### src/rtl/vadd_pkg.sv
// vadd_pkg: shared lane/width definitions for the fp32 vector adder and its companions.
package vadd_pkg;
    localparam int VEC_LANES = 16;
    localparam int FP_W      = 32;
    localparam int VEC_W     = VEC_LANES * FP_W;
    typedef logic [VEC_W-1:0] vec_t;
endpackage

### src/rtl/vadd_fifo_mem.sv
// vadd_fifo_mem: result storage with one write port and a registered, write-first read port.
module vadd_fifo_mem
    import vadd_pkg::*;
#(
    parameter int DATA_W = VEC_W,
    parameter int DEPTH  = 8,
    localparam int AW    = $clog2(DEPTH)
) (
    input  logic              clk,
    input  logic              rst_n,
    input  logic              we,
    input  logic [AW-1:0]     waddr,
    input  logic [DATA_W-1:0] wdata,
    input  logic [AW-1:0]     raddr,
    output logic [DATA_W-1:0] rdata
);
    logic [DATA_W-1:0] mem [DEPTH];

    always_ff @(posedge clk)
        if (we) mem[waddr] <= wdata;

    // A write into an empty FIFO lands on the head address, so forward it into the output register.
    always_ff @(posedge clk or negedge rst_n)
        if (!rst_n) rdata <= '0;
        else        rdata <= (we && waddr == raddr) ? wdata : mem[raddr];
endmodule

### src/rtl/vector_add_collect.sv
// vector_add_collect: credit-gated in-flight counter and FWFT result FIFO behind the vector adder.
// Optional sticky error flags are built when VADD_COLLECT_ERR_EN is defined.
module vector_add_collect
    import vadd_pkg::*;
#(
    parameter int DATA_W = VEC_W,
    parameter int DEPTH  = 8,
    localparam int CNT_W = $clog2(DEPTH + 1)
) (
    input  logic              clk,
    input  logic              rst_n,
    input  logic              issue_valid,
    output logic              issue_ready,
    input  logic              res_valid,
    input  logic [DATA_W-1:0] res_data,
    output logic              m_valid,
    input  logic              m_ready,
    output logic [DATA_W-1:0] m_data,
    output logic [CNT_W-1:0]  occupancy,
    output logic [CNT_W-1:0]  inflight,
    output logic              err_overflow,
    output logic              err_unexpected
);
    localparam int AW = $clog2(DEPTH);

    logic [AW-1:0]    wr_ptr, rd_ptr, rd_next;
    logic [CNT_W-1:0] occ_next, inf_next;
    logic             full, pop, push, fire, dec;

    assign issue_ready = ({1'b0, inflight} + {1'b0, occupancy}) < (CNT_W+1)'(DEPTH);
    assign full        = occupancy == CNT_W'(DEPTH);
    assign pop         = m_valid & m_ready;
    assign push        = res_valid & (!full | pop);
    assign fire        = issue_valid & issue_ready;
    assign dec         = res_valid & (inflight != '0);
    assign occ_next    = occupancy + CNT_W'(push) - CNT_W'(pop);
    assign inf_next    = inflight + CNT_W'(fire) - CNT_W'(dec);
    assign rd_next     = rd_ptr + AW'(pop);

    always_ff @(posedge clk or negedge rst_n)
        if (!rst_n) begin
            wr_ptr    <= '0;
            rd_ptr    <= '0;
            occupancy <= '0;
            inflight  <= '0;
            m_valid   <= 1'b0;
        end else begin
            wr_ptr    <= wr_ptr + AW'(push);
            rd_ptr    <= rd_next;
            occupancy <= occ_next;
            inflight  <= inf_next;
            m_valid   <= occ_next != '0;
        end

    vadd_fifo_mem #(.DATA_W(DATA_W), .DEPTH(DEPTH)) u_mem (
        .clk   (clk),
        .rst_n (rst_n),
        .we    (push),
        .waddr (wr_ptr),
        .wdata (res_data),
        .raddr (rd_next),
        .rdata (m_data)
    );

`ifdef VADD_COLLECT_ERR_EN
    always_ff @(posedge clk or negedge rst_n)
        if (!rst_n) begin
            err_overflow   <= 1'b0;
            err_unexpected <= 1'b0;
        end else begin
            err_overflow   <= err_overflow | (res_valid & full & !pop);
            err_unexpected <= err_unexpected | (res_valid & (inflight == '0));
        end
`else
    assign err_overflow   = 1'b0;
    assign err_unexpected = 1'b0;
`endif
endmodule
### config.mk
export PLATFORM = sky130hd
export DESIGN_NAME = vector_add_collect
export DESIGN_NICKNAME = d
export VERILOG_FILES = /design/src/rtl/vadd_pkg.sv /design/src/rtl/vadd_fifo_mem.sv /design/src/rtl/vector_add_collect.sv
export SDC_FILE = /design/constraint.sdc
export NUM_CORES = 2
export LEC_CHECK = 0
export ABC_CLOCK_PERIOD_IN_PS = 46200
export BUFFER_PORTS_ARGS = -buffer_cell sky130_fd_sc_hd__buf_2
export CORE_UTILIZATION = 35
export CTS_BUF_LIST = sky130_fd_sc_hd__clkbuf_8
export DETAILED_ROUTE_END_ITERATION = 10
export PLACE_DENSITY = 0.5
export SKIP_LAST_GASP = 1
export SLEW_MARGIN = 20
export SYNTH_ARGS = -nofsm -noshare
export SYNTH_HDL_FRONTEND = slang
export SYNTH_HIERARCHICAL = 1
export SYNTH_SLANG_ARGS = --single-unit
### constraint.sdc
create_clock -name clk -period 46.2 [get_ports clk]
set_clock_uncertainty 0.1 [all_clocks]
set_input_delay 4.62 -clock clk [delete_from_list [all_inputs] [get_ports clk]]
set_output_delay 4.62 -clock clk [all_outputs]
set_load 0.005 [all_outputs]
==> results_dict.tcl <==
set metrics [dict create \
    synth_top_area_share_pct 71.09 \
    cts_buffers 767 \
    grt_use_total_pct 17.42 \
    setup_tns_ns 0 \
    cts_tree "built" \
    max_cap_viol_count 0 \
    synthCells 7086 \
    synth_xor_area_share_pct 0.04556 \
    syn_avg_cell_area_um2 24.42 \
    clock-sinks 4623 \
    nFillCells 43170 \
    die_h_um 705.1 \
    irDropWorstVdd_mv 0.07481 \
    slew_headroom_pct 18.77 \
    grt_pass1_vias 87030 \
    yosysSeqAreaShare_pct 78.71 \
    crit_arrival_ns 10.49 \
    power_frac_clock_pct 25.1 \
    grt_max_degree 122 \
    vias_per_cell 5.014 \
    synth-compound-area-share_pct 0.03978 \
    die_w_um 705.1 \
    synth_cell_types 31 \
    synth_fa_ha_area_share_pct 0.1461 \
    cts_hold_buf 0 \
    r2r-start "m_valid" \
    wl_per_cell_um 27.74 \
    ff2ff_setup_slack_ns 39.77 \
    place_inst 14400 \
    grt.overflow.total 0 \
    gp_congestion 0.7266 \
    yosys.area_share.simple_pct 0.06943 \
    async_flop_share_pct 11.40 \
    cts_root_buf "clkbuf_8" \
    path_max_fanout 91 \
    coreArea_mm2 0.4910 \
    outcome "finished, final reports clean" \
    synthMuxAreaShare_pct 20.00 \
    report.final.slew_viol_count 0 \
    rsz0062_at_grt "false" \
    layout_commonest_cell "edfxtp_1" \
    setup_violations 0 \
    cts_buffer_depth 4 \
    worstHoldEndpoint "inflight[0]" \
    dp_hpwl_um 240100 \
    post_cts_resized 0 \
    clk_pin_slew_worst_paths_ns 0.06 \
    critPathKind "in -> reg" \
    placementRows 257 \
    dr.pass1.iters 5 \
    power_density_mw_per_mm2 68.85 \
    pin_count 1041 \
    r2r_end "u_mem/rdata[128]" \
    port_buffers 1038 \
    tightestPinTransition_ns 1.218 \
    fp.dieArea_mm2 0.4971 \
    reg2regPathDepth 10 \
    crit_required_ns 47.20 \
    layout-drive-gt1-share_pct 45.28 \
    hold_viol 0 \
    synth-edff-count 4096 \
    area_growth_pct 16.45 \
    htree_levels 6 \
    fin_crit_sh_pct 20.55 \
    finalCriticalPeriod_ns 9.495 \
    nets 9233 \
    intPower_uw 9580 \
    power.share.switching_pct 30.94 \
    dr_total_vias 79720 \
    synth_area_leader_cell "edfxtp_1" \
    pre_cts_ws_ns 35.18 \
    first_iter_violations 5229 \
    yosysWarnings 6 \
    power_leakage_uw 0.06814 \
    synth_area_leaders "edfxtp_1, mux4_2, dfrtp_1, mux2_2, clkbuf_1" \
    syn-cell-area_mm2 0.1730 \
    grt_antenna_before_repair 233 \
    instances_no_fill 15900 \
    seq_power_share_pct 40.9 \
    critPathLaunchType "input port" \
    grt_first_pass_wirelength_um 635200 \
    fmax_mhz 105.3 \
    hp-start "inflight[0]" \
    clk_latency_ns 1.25 \
    drtAntennaViolNets 0 \
    cp-end-kind "register" \
    hp-class "reg -> reg" \
    cts_setup_buffers 0 \
    synthFlopType "edfxtp_1" \
    whs_path_depth 1 \
    worst_slack_ns 36.70 \
    drc_errors 0 \
    switching_power_uw 4291 \
    synth_top_family_by_area "multiplexers" \
    drt_wl_total_um 441100 \
    start_util_pct 35.24 \
    synth-seq-cells 4623 \
    comb_power_share_pct 34.1 \
    final_cell_mix "edfxtp_1, buf_2, mux4_2, mux2_2, clkbuf_8" \
]
-- stage by stage --
step,instance area (um^2),util [%],hold slack [ns],total power [uW]
finish,201500,41.03,0.5019,13870
global route,201400,41.02,0.5368,14580
CTS,201300,41.00,0.5037,14140
detailed placement,186300,37.93,0.4777,10590
global placement,186300,37.93,0.4685,10540
floorplan,173000,-,0.3282,9518
-- synth_stat cells (2+ instances only) --
master    count
nor3_1        2
xnor2_1       6
mux2_2     1024
clkbuf_1    143
nor2_1        7
buf_1        64
dfrtp_1     527
nand2_1       4
ha_1         17
buf_4         2
inv_1        13
buf_6        30
nand2b_1      3
buf_2       104
fa_1          2
mux4_2     1024
xor2_1        3
a21o_1        2
a21oi_1       2
edfxtp_1   4096
-- flip-flops by register name, indices dropped and copies added, names as in the netlist --
| name | cells |
|---|---|
| occupancy | 4 |
| wr_ptr | 3 |
| rd_ptr | 3 |
| u_mem/mem | 4096 |
| inflight | 4 |
| m_valid | 1 |
| u_mem/rdata | 512 |
-- power groups by stage --
stage                     clock (uW)  sequential (uW)  combinational, uW
final                           3480             5670               4720
after global routing            3770             5720               5090
after detailed placement           0             5760               4830
after CTS                       3600             5690               4860
after global placement             0             5740               4800
after floorplan                    0             6200               3320
-- cell families (layout without fill, tap and decap cells) --
group | Yosys count | after routing
simple gates | 22 | 22
fa+ha+maj | 19 | 19
other cells | 1 | 61
mux | 2049 | 2049
xor+xnor | 9 | 9
compound gates | 7 | 7
flops | 4623 | 4623
buf+inv | 356 | 2635
-- final cells by class --
| cell class | instances | area [um^2] | share of cell area [%] |
|---|---|---|---|
| timing repair buffer | 1184 | 6689 | 3.320 |
| clock inverter | 591 | 3421 | 1.698 |
| tap | 6475 | 8102 | 4.021 |
| sequential | 4623 | 136200 | 67.59 |
| inverter | 13 | 48.80 | 0.02422 |
| multi-input combinational | 2108 | 35230 | 17.49 |
| clock buffer | 847 | 11660 | 5.786 |
| antenna | 59 | 147.6 | 0.07328 |
-- worst max-delay path, cell delays in order --
cell    delay [ns]
buf_2         0.10
and2_4        0.15
ha_4          0.62
buf_4         0.67
buf_12        0.66
buf_4         0.78
buf_4         0.65
buf_4         0.79
mux4_2        0.60
mux2_2        0.28
mux2_2        0.26
-- layer usage --
metal  global-route usage, %  share of wire [%]
met1                   22.11                 41
met5                       0               0.16
met3                   4.483                6.4
met2                   29.62                 50
met4                   4.794                2.7
-- how the worst max path moves through the flow --
stage | from | endpoint
after global routing | m_ready | u_mem/rdata[128]
after detailed placement | m_ready | u_mem/rdata[122]
after floorplan | m_ready | u_mem/mem[0][0]
final | m_ready | u_mem/rdata[128]
after CTS | m_ready | u_mem/rdata[122]
after global placement | m_ready | u_mem/rdata[128]
Note: power is estimated with default switching activity, not from simulation.
